## config.mk

```make
export PLATFORM = sky130hd
export DESIGN_NAME = lcs_answer_sched
export DESIGN_NICKNAME = d
export VERILOG_FILES = /design/src/rtl/lcs_answer_sched.sv
export SDC_FILE = /design/constraint.sdc
export NUM_CORES = 1
export LEC_CHECK = 0
export BUFFER_PORTS_ARGS = -buffer_cell sky130_fd_sc_hd__buf_4
export CORE_UTILIZATION = 49
export CTS_CLUSTER_SIZE = 10
export DETAILED_ROUTE_END_ITERATION = 8
export PLACE_DENSITY = 0.74
export SETUP_SLACK_MARGIN = 0.05
export SYNTH_ARGS = -nofsm -noshare
export SYNTH_HDL_FRONTEND = slang
export SYNTH_SLANG_ARGS = --single-unit
```

## constraint.sdc

```tcl
create_clock -name clk -period 1.9 [get_ports clk]
set_clock_uncertainty 0.15 [all_clocks]
set_input_delay 0.57 -clock clk [delete_from_list [all_inputs] [get_ports clk]]
set_output_delay 0.57 -clock clk [all_outputs]
set_load 0.03 [all_outputs]
```

## src/rtl/lcs_answer_sched.sv

```systemverilog
// ============================================================================
//  Module   : lcs_answer_sched
//  Purpose  : Per-frame word sequencer for the LCS answer path: req handshake,
//             word address stepping, serializer load and temperature rotation.
//  Revision : 1.0  initial release
// ============================================================================
`default_nettype none

module lcs_answer_sched #(
  parameter int WORDS    = 124,
  parameter int REQ_HIGH = 4,
  parameter int REQ_LOW  = 4,
  parameter int SEL_NUM  = 4
) (
  input  logic       clk,
  input  logic       rst,
  input  logic       start_i,
  input  logic       en_i,
  input  logic       txBusy_i,
  output logic       req_o,
  output logic [8:0] addrLCS_o,
  output logic [2:0] sel_o,
  output logic       txLoad_o,
  output logic       active_o,
  output logic       frameDone_o,
  output logic       overrun_o
);

  localparam int CNT_MAX = (REQ_HIGH > REQ_LOW) ? REQ_HIGH : REQ_LOW;
  localparam int CW      = $clog2(CNT_MAX + 1);

  typedef enum logic [1:0] {
    IDLE   = 2'd0,
    REQ    = 2'd1,
    WAITTX = 2'd2,
    GAP    = 2'd3
  } state_t;

  state_t        state_q, state_d;
  logic [CW-1:0] cnt_q, cnt_d;
  logic [8:0]    addr_q, addr_d;
  logic [2:0]    sel_q, sel_d;
  logic          req_q, req_d;
  logic          txLoad_q, txLoad_d;
  logic          active_q, active_d;
  logic          done_q, done_d;
  logic          ovr_q, ovr_d;

  always_ff @(posedge clk or posedge rst) begin
    if (rst) begin
      state_q  <= IDLE;
      cnt_q    <= '0;
      addr_q   <= '0;
      sel_q    <= '0;
      req_q    <= 1'b0;
      txLoad_q <= 1'b0;
      active_q <= 1'b0;
      done_q   <= 1'b0;
      ovr_q    <= 1'b0;
    end else begin
      state_q  <= state_d;
      cnt_q    <= cnt_d;
      addr_q   <= addr_d;
      sel_q    <= sel_d;
      req_q    <= req_d;
      txLoad_q <= txLoad_d;
      active_q <= active_d;
      done_q   <= done_d;
      ovr_q    <= ovr_d;
    end
  end

  always_comb begin
    state_d  = state_q;
    cnt_d    = cnt_q;
    addr_d   = addr_q;
    sel_d    = sel_q;
    req_d    = req_q;
    active_d = active_q;
    txLoad_d = 1'b0;
    done_d   = 1'b0;
    // Any start outside IDLE is dropped and flagged, regardless of en.
    ovr_d    = start_i && (state_q != IDLE);

    unique case (state_q)
      IDLE: begin
        if (start_i && en_i) begin
          state_d  = REQ;
          active_d = 1'b1;
          addr_d   = '0;
          req_d    = 1'b1;
          cnt_d    = CW'(REQ_HIGH - 1);
        end
      end
      REQ: begin
        if (cnt_q == '0) begin
          req_d   = 1'b0;
          state_d = WAITTX;
        end else begin
          cnt_d = cnt_q - CW'(1);
        end
      end
      WAITTX: begin
        if (!txBusy_i) begin
          txLoad_d = 1'b1;
          state_d  = GAP;
          cnt_d    = CW'(REQ_LOW);
        end
      end
      GAP: begin
        if (cnt_q == '0) begin
          if (addr_q == 9'(WORDS - 1)) begin
            state_d  = IDLE;
            active_d = 1'b0;
            done_d   = 1'b1;
            sel_d    = (sel_q == 3'(SEL_NUM - 1)) ? 3'd0 : sel_q + 3'd1;
          end else begin
            state_d = REQ;
            addr_d  = addr_q + 9'd1;
            req_d   = 1'b1;
            cnt_d   = CW'(REQ_HIGH - 1);
          end
        end else begin
          cnt_d = cnt_q - CW'(1);
        end
      end
      default: state_d = IDLE;
    endcase
  end

  assign req_o       = req_q;
  assign addrLCS_o   = addr_q;
  assign sel_o       = sel_q;
  assign txLoad_o    = txLoad_q;
  assign active_o    = active_q;
  assign frameDone_o = done_q;
  assign overrun_o   = ovr_q;

endmodule

`default_nettype wire
```

==> flow_summary.yaml, run 1 <==
sta:
  max_freq_ghz: 0.534
  fin_crit_sh_pct: 98.6
  tns_ns: 0
  tightest_slew_ns: 0.333
  slew_headroom_pct: 77.7
  hold_ws_ns: 0.130
  slew_violations: 0
  setup-violations-final: 0
  min_period_ns: 1.87
  hold_viol: 0
  grt_setup_unrepaired: "true"
logic_synthesis:
  netlist_instances: 130
  synth_mux_area_share_pct: 5.80
  synth_compound_area_share_pct: 18.6
  synth_top_area_share_pct: 43.3
  syn_area_per_cell_um2: 9.79
  synth_cell_types: 34
  syn_nets: 145
  seq_area_frac_synth_pct: 43.3
  ys.flop_type: "dfrtp_1"
  async_reset_ff_share_pct: 100
  yosys_warnings: 0
  synth_adder_area_share_pct: 9.83
  synth-simple-area-share_pct: 18.6
  ys_ff_latch: 22
  synth-xor-area-share_pct: 0
  synth_top_family_by_area: "compound AO/OA/AOI/OAI gates"
  yosysTopAreaCell: "dfrtp_1"
  netlist_top_cells_area: "dfrtp_1 (43%), ha_1 (9.8%), a21oi_1 (4.3%), o21ai_0 (3.5%), inv_1 (3.5%)"
  synth_edf_count: 0
  syn_area_um2: 1270
route:
  vias_per_cell: 5.62
  wl_per_cell_um: 15.4
  vias: 1208
  drt_iter0_drc: 30
  antenna_left: 0
  drt-total-wl_mm: 3.32
  drc: 0
  firstDrtPassIters: 4
clock_tree:
  cts_root_buf: "clkbuf_4"
  htree_levels: 1
  cts.sinks: 22
  cts_inserted_buffers: 3
  cts_hold_buf: 0
  clk_pin_slew_ns: 0.13
  cts_tree: "yes"
  cts.path.max_buffers: 2
  clk_latency_ns: 0.31
power:
  intPower_uw: 1680
  pwr-share-clk_pct: 12.6
  p_sw_share_pct: 41.1
  combPwrFrac_pct: 62.2
  powerDensity_nw_per_um2: 1490
  vdd_drop_max_uv: 1250
  netSwitchingPower_uw: 1170
  p_seq_share_pct: 25.1
  finalPower_uw: 2850
  leakagePower_uw: 0.000925
layout:
  fin_nets: 201
  layout_commonest_cell: "buf_4"
  final_area_um2: 1920
  drive_gt1_share_pct: 49.2
  area_growth_syn_to_layout_pct: 50.8
  layout.cells.non_filler: 215
  fillers: 154
  antennaDiodeCount: 0
  final_cell_mix: "buf_4 (49), dfrtp_1 (18), a21oi_1 (11), inv_1 (8), nand2_1 (8)"
setup_path:
  reg2reg_setup_slack_ns: 0.03
  cp.arrival_ns: 1.94
  path_delay_family: "flip-flops"
  cp_max_fo: 4
  slowest_delay_ns: 0.45
  crit_chain: "ha_4 > and4b_2 > and2_4 > a211oi_2 > mux2_4"
  r2r_start: "addrLCS_o[0]"
  required_ns: 1.96
  timing.rr.end: "req_o"
  critPathCaptureType: "flop"
  startpoint_type: "flop"
  rr_worst_depth: 5
  crit_slowest_cell: "dfrtp_2"
  cp_num_buf_inv: 0
  critPathKind: "flop to flop"
grt:
  grt_first_pass_wirelength_mm: 4.60
  gr-total-overflow: 0
  grt_usage_pct: 22.6
  grt_pass1_vias: 1122
  antenna_found_initial: 0
  grt_max_degree: 23
floorplanning:
  initial_core_util_pct: 51.8
  pin_count: 22
  die-area_um2: 2800
  core-area_um2: 2450
  num_rows: 18
  die_x_um: 53.0
  die_h_um: 53.0
status:
  status: "complete, no violations"
hold_path:
  min_path_type: "input port to asynchronous set/reset pin"
placement:
  numPortBuffers: 21
  dpl_cell_area_um2: 1630
  dp_hpwl_mm: 2.16
  place_inst: 199
  place_congestion: 0.886
flow_run:
  drv_cap: 0
-- timing repair --
item	CTS	global route
buffers inserted	3	9
pin swaps	5	12
gates cloned	0	0
gates resized for setup	11	31
setup endpoints to repair	13	13
-- worst max-delay path by stage --
stage / start / to / slack, ns / depth (start not counted)
after floorplan: addrLCS_o[0] / req_o / -0.06 / 5
after global placement: addrLCS_o[0] / addrLCS_o[6] / -0.13 / 5
after detailed placement: state_q[1] / addrLCS_o[1] / -0.23 / 6
after CTS: state_q[0] / addrLCS_o[7] / 0.02 / 6
after global routing: state_q[0] / state_q[0] / -0.03 / 7
final: addrLCS_o[0] / req_o / 0.03 / 5
-- worst min-delay path: stages --
cell and delay, ns:
buf_4 0.11, inv_1 0.04, buf_4 0.28
-- synth_stat cells (all sizes together) (2+ instances only) --
cell type and instances:
dfrtp 22, inv 12, a21oi 11, nand2 11, ha 10, o21ai 9
nand2b 5, nor2 5, a31oi 4, mux2i 4, and3 3, mux2 3
nand3 3, nand4 3, nor2b 3, o31ai 3, a211oi 2, o211ai 2
-- power groups by stage --
stage	sequential [uW]	clock, uW	combinational, uW
5_1_grt	730	392	1910
3_3_place_gp	688	0	1300
4_1_cts	687	369	1430
2_1_floorplan	799	0	743
6_report	717	361	1780
3_5_place_dp	699	0	1330
-- layout make-up --
type                       count  area, um^2  share of cell area, %
inverter                      12        47.5                   2.48
multi-input combinational     95         825                   43.0
sequential                    22         556                   28.9
tap                           30        37.5                   1.96
timing repair buffer          52         402                   20.9
clock inverter                 1        30.0                   1.56
clock buffer                   3        22.5                   1.17
-- metrics by stage --
step | utilization (%) | setup slack, ns
2_1_floorplan | - | -0.0580
3_3_place_gp | 66.3 | -0.126
3_5_place_dp | 66.3 | -0.228
4_1_cts | 70.6 | 0.0156
5_1_grt | 78.2 | -0.0271
6_report | 78.2 | 0.0258
-- metal layers --
layer	GRT usage, %	vias up	share of wire (%)
li1	-	584	-
met1	26.3	583	42
met2	40.7	29	51
met3	3.74	12	3.7
met4	8.77	0	2.9
met5	0	-	0
-- sequential cells by signal, summed over array words and instances (netlist names) --
signal / cells
sel_o: 3
overrun_o: 1
frameDone_o: 1
req_o: 1
txLoad_o: 1
active_o: 1
state_q: 2
cnt_q: 3
addrLCS_o: 9
-- cells by family after synthesis --
| group | Yosys count |
|---|---|
| AO/OA/AOI/OAI | 37 |
| multiplexers | 7 |
| flip-flops | 22 |
| buffers and inverters | 13 |
| AND/OR/NAND/NOR | 41 |
| adder cells (fa/ha/maj) | 10 |
(Power assumes the default switching activity.)
==> run 2: changes to the inputs <==
RECOVER_POWER = 50   (was not set)
==> run 2 against run 1 <==
Largest power group unchanged; critical endpoint is now addrLCS_o[8]; maximum frequency barely moved; critical path type unchanged; final area fell by 0.20%; die area did not move; wire length rose by 0.12%; highest routed layer unchanged; non-clock buffer count did not move; largest cell class unchanged; final cell count did not move; clock power barely moved.
==> flow_summary.yaml, run 2 (synthesis results as in run 1) <==
layout:
  area_growth_syn_to_layout_pct: 50.5
  fin_nets: 201
  antennaDiodeCount: 0
  layout.cells.non_filler: 215
  fillers: 153
  layout_commonest_cell: "buf_4"
  largest_reg_flops: 9
  final_cell_mix: "buf_4 (47), dfrtp_1 (18), a21oi_1 (11), inv_1 (8), nand2_1 (8)"
  fin_util_pct: 78.0
  drive_gt1_share_pct: 48.6
power:
  leakagePower_uw: 0.000921
  powerDensity_nw_per_um2: 1490
  vdd_drop_max_uv: 1250
setup_path:
  critPathCaptureType: "flop"
  startpoint_type: "flop"
  cp_max_fo: 3
  cp.arrival_ns: 1.93
  required_ns: 1.96
  critPathKind: "flop to flop"
grt:
  grt_max_degree: 23
  grt_first_pass_wirelength_mm: 4.60
  grt_usage_pct: 22.6
  gr-max-usage-layer: "met2"
  use_met2_pct: 40.7
  use_met3_pct: 3.74
  grtUsageMet1_pct: 26.3
  grt_pass1_vias: 1122
  antenna_found_initial: 0
  gr-total-overflow: 0
sta:
  slew_headroom_pct: 21.4
  fin_crit_sh_pct: 98.6
  min_period_ns: 1.87
  hold_viol: 0
  slew_violations: 0
  setup-violations-final: 0
  tightest_slew_ns: 1.18
  max_freq_ghz: 0.534
  grt_setup_unrepaired: "true"
  setup_ws_ns: 0.0262
floorplanning:
  initial_core_util_pct: 51.8
  die-area_um2: 2800
  core-area_um2: 2450
  num_rows: 18
  pin_count: 22
  die_h_um: 53.0
  die_x_um: 53.0
placement:
  dp_hpwl_mm: 2.16
  numPortBuffers: 21
  place_inst: 199
  place_congestion: 0.886
  dp_slack_ns: -0.228
route:
  drc: 0
  drt_iter0_drc: 30
  vias_per_cell: 5.61
  drt-total-wl_mm: 3.32
  vias: 1207
  antenna_left: 0
  wl_per_cell_um: 15.5
  firstDrtPassIters: 4
flow_run:
  drv_cap: 0
clock_tree:
  cts_root_buf: "clkbuf_4"
  clk_latency_ns: 0.31
  cts.sinks: 22
  clk_pin_slew_ns: 0.13
  cts.path.max_buffers: 2
  cts_tree: "yes"
  cts_inserted_buffers: 3
  cts_hold_buf: 0
  htree_levels: 1
hold_path:
  min_path_type: "input port to flop"
status:
  status: "complete, no violations"
run 2: cell types whose count changed in the layout (fill, tap and decap cells not counted):
cell	before	now
buf_4	49	47
clkbuf_1	0	1
clkbuf_4	3	4
run 2: worst paths after layout:
kind,start,to,slack [ns],cells past startpoint
min in group asynchronous,rst,addrLCS_o[6],0.47,3
min,txBusy_i,txLoad_o,0.30,2
max,addrLCS_o[0],addrLCS_o[8],0.03,7
max in group asynchronous,rst,state_q[1],0.36,3
min reg2reg,addrLCS_o[8],addrLCS_o[8],0.35,1
max reg2reg,addrLCS_o[0],addrLCS_o[8],0.03,7
run 2: power breakdown:
part,switching [uW],internal (uW)
Sequential,126,591
Combinational,900,876
Clock,149,213
Total,1170,1680
run 2: per-stage QoR:
stage | TNS, ns | power (uW) | hold WS [ns] | cell area (um^2)
after global routing | -0.0761 | 3030 | 0.274 | 1920
after detailed placement | -1.39 | 2030 | 0.341 | 1630
final | 0 | 2860 | 0.301 | 1920
after CTS | 0 | 2480 | 0.134 | 1730
after global placement | -0.748 | 1980 | 0.335 | 1630
after floorplan | -0.234 | 1540 | 0.356 | 1290
run 2: layer usage:
metal	share of wire [%]	wire (um)
met1	42	1410
met2	51	1700
met3	3.2	106
met4	3.3	108
met5	0	0
run 2: what timing repair did:
action / CTS / global route
pin swaps: 5 / 12
gates resized for setup: 11 / 31
setup buffers: 3 / 9
endpoints found under the setup margin: 13 / 13
run 2: area by class of cell:
| cell class | instances | area [um^2] | share of cell area [%] |
|---|---|---|---|
| clock buffer | 3 | 22.5 | 1.18 |
| clock inverter | 1 | 30.0 | 1.57 |
| inverter | 12 | 47.5 | 2.48 |
| multi-input combinational | 95 | 825 | 43.0 |
| sequential | 22 | 556 | 29.0 |
| tap | 30 | 37.5 | 1.96 |
| timing repair buffer | 52 | 398 | 20.8 |
run 2: critical path: stages (launching register included):
cell and delay (ns):
dfrtp_2 0.45, ha_4 0.16, and4b_2 0.23, buf_6 0.13, a211oi_4 0.26, buf_4 0.16, nand4_1 0.11, mux2i_1 0.13
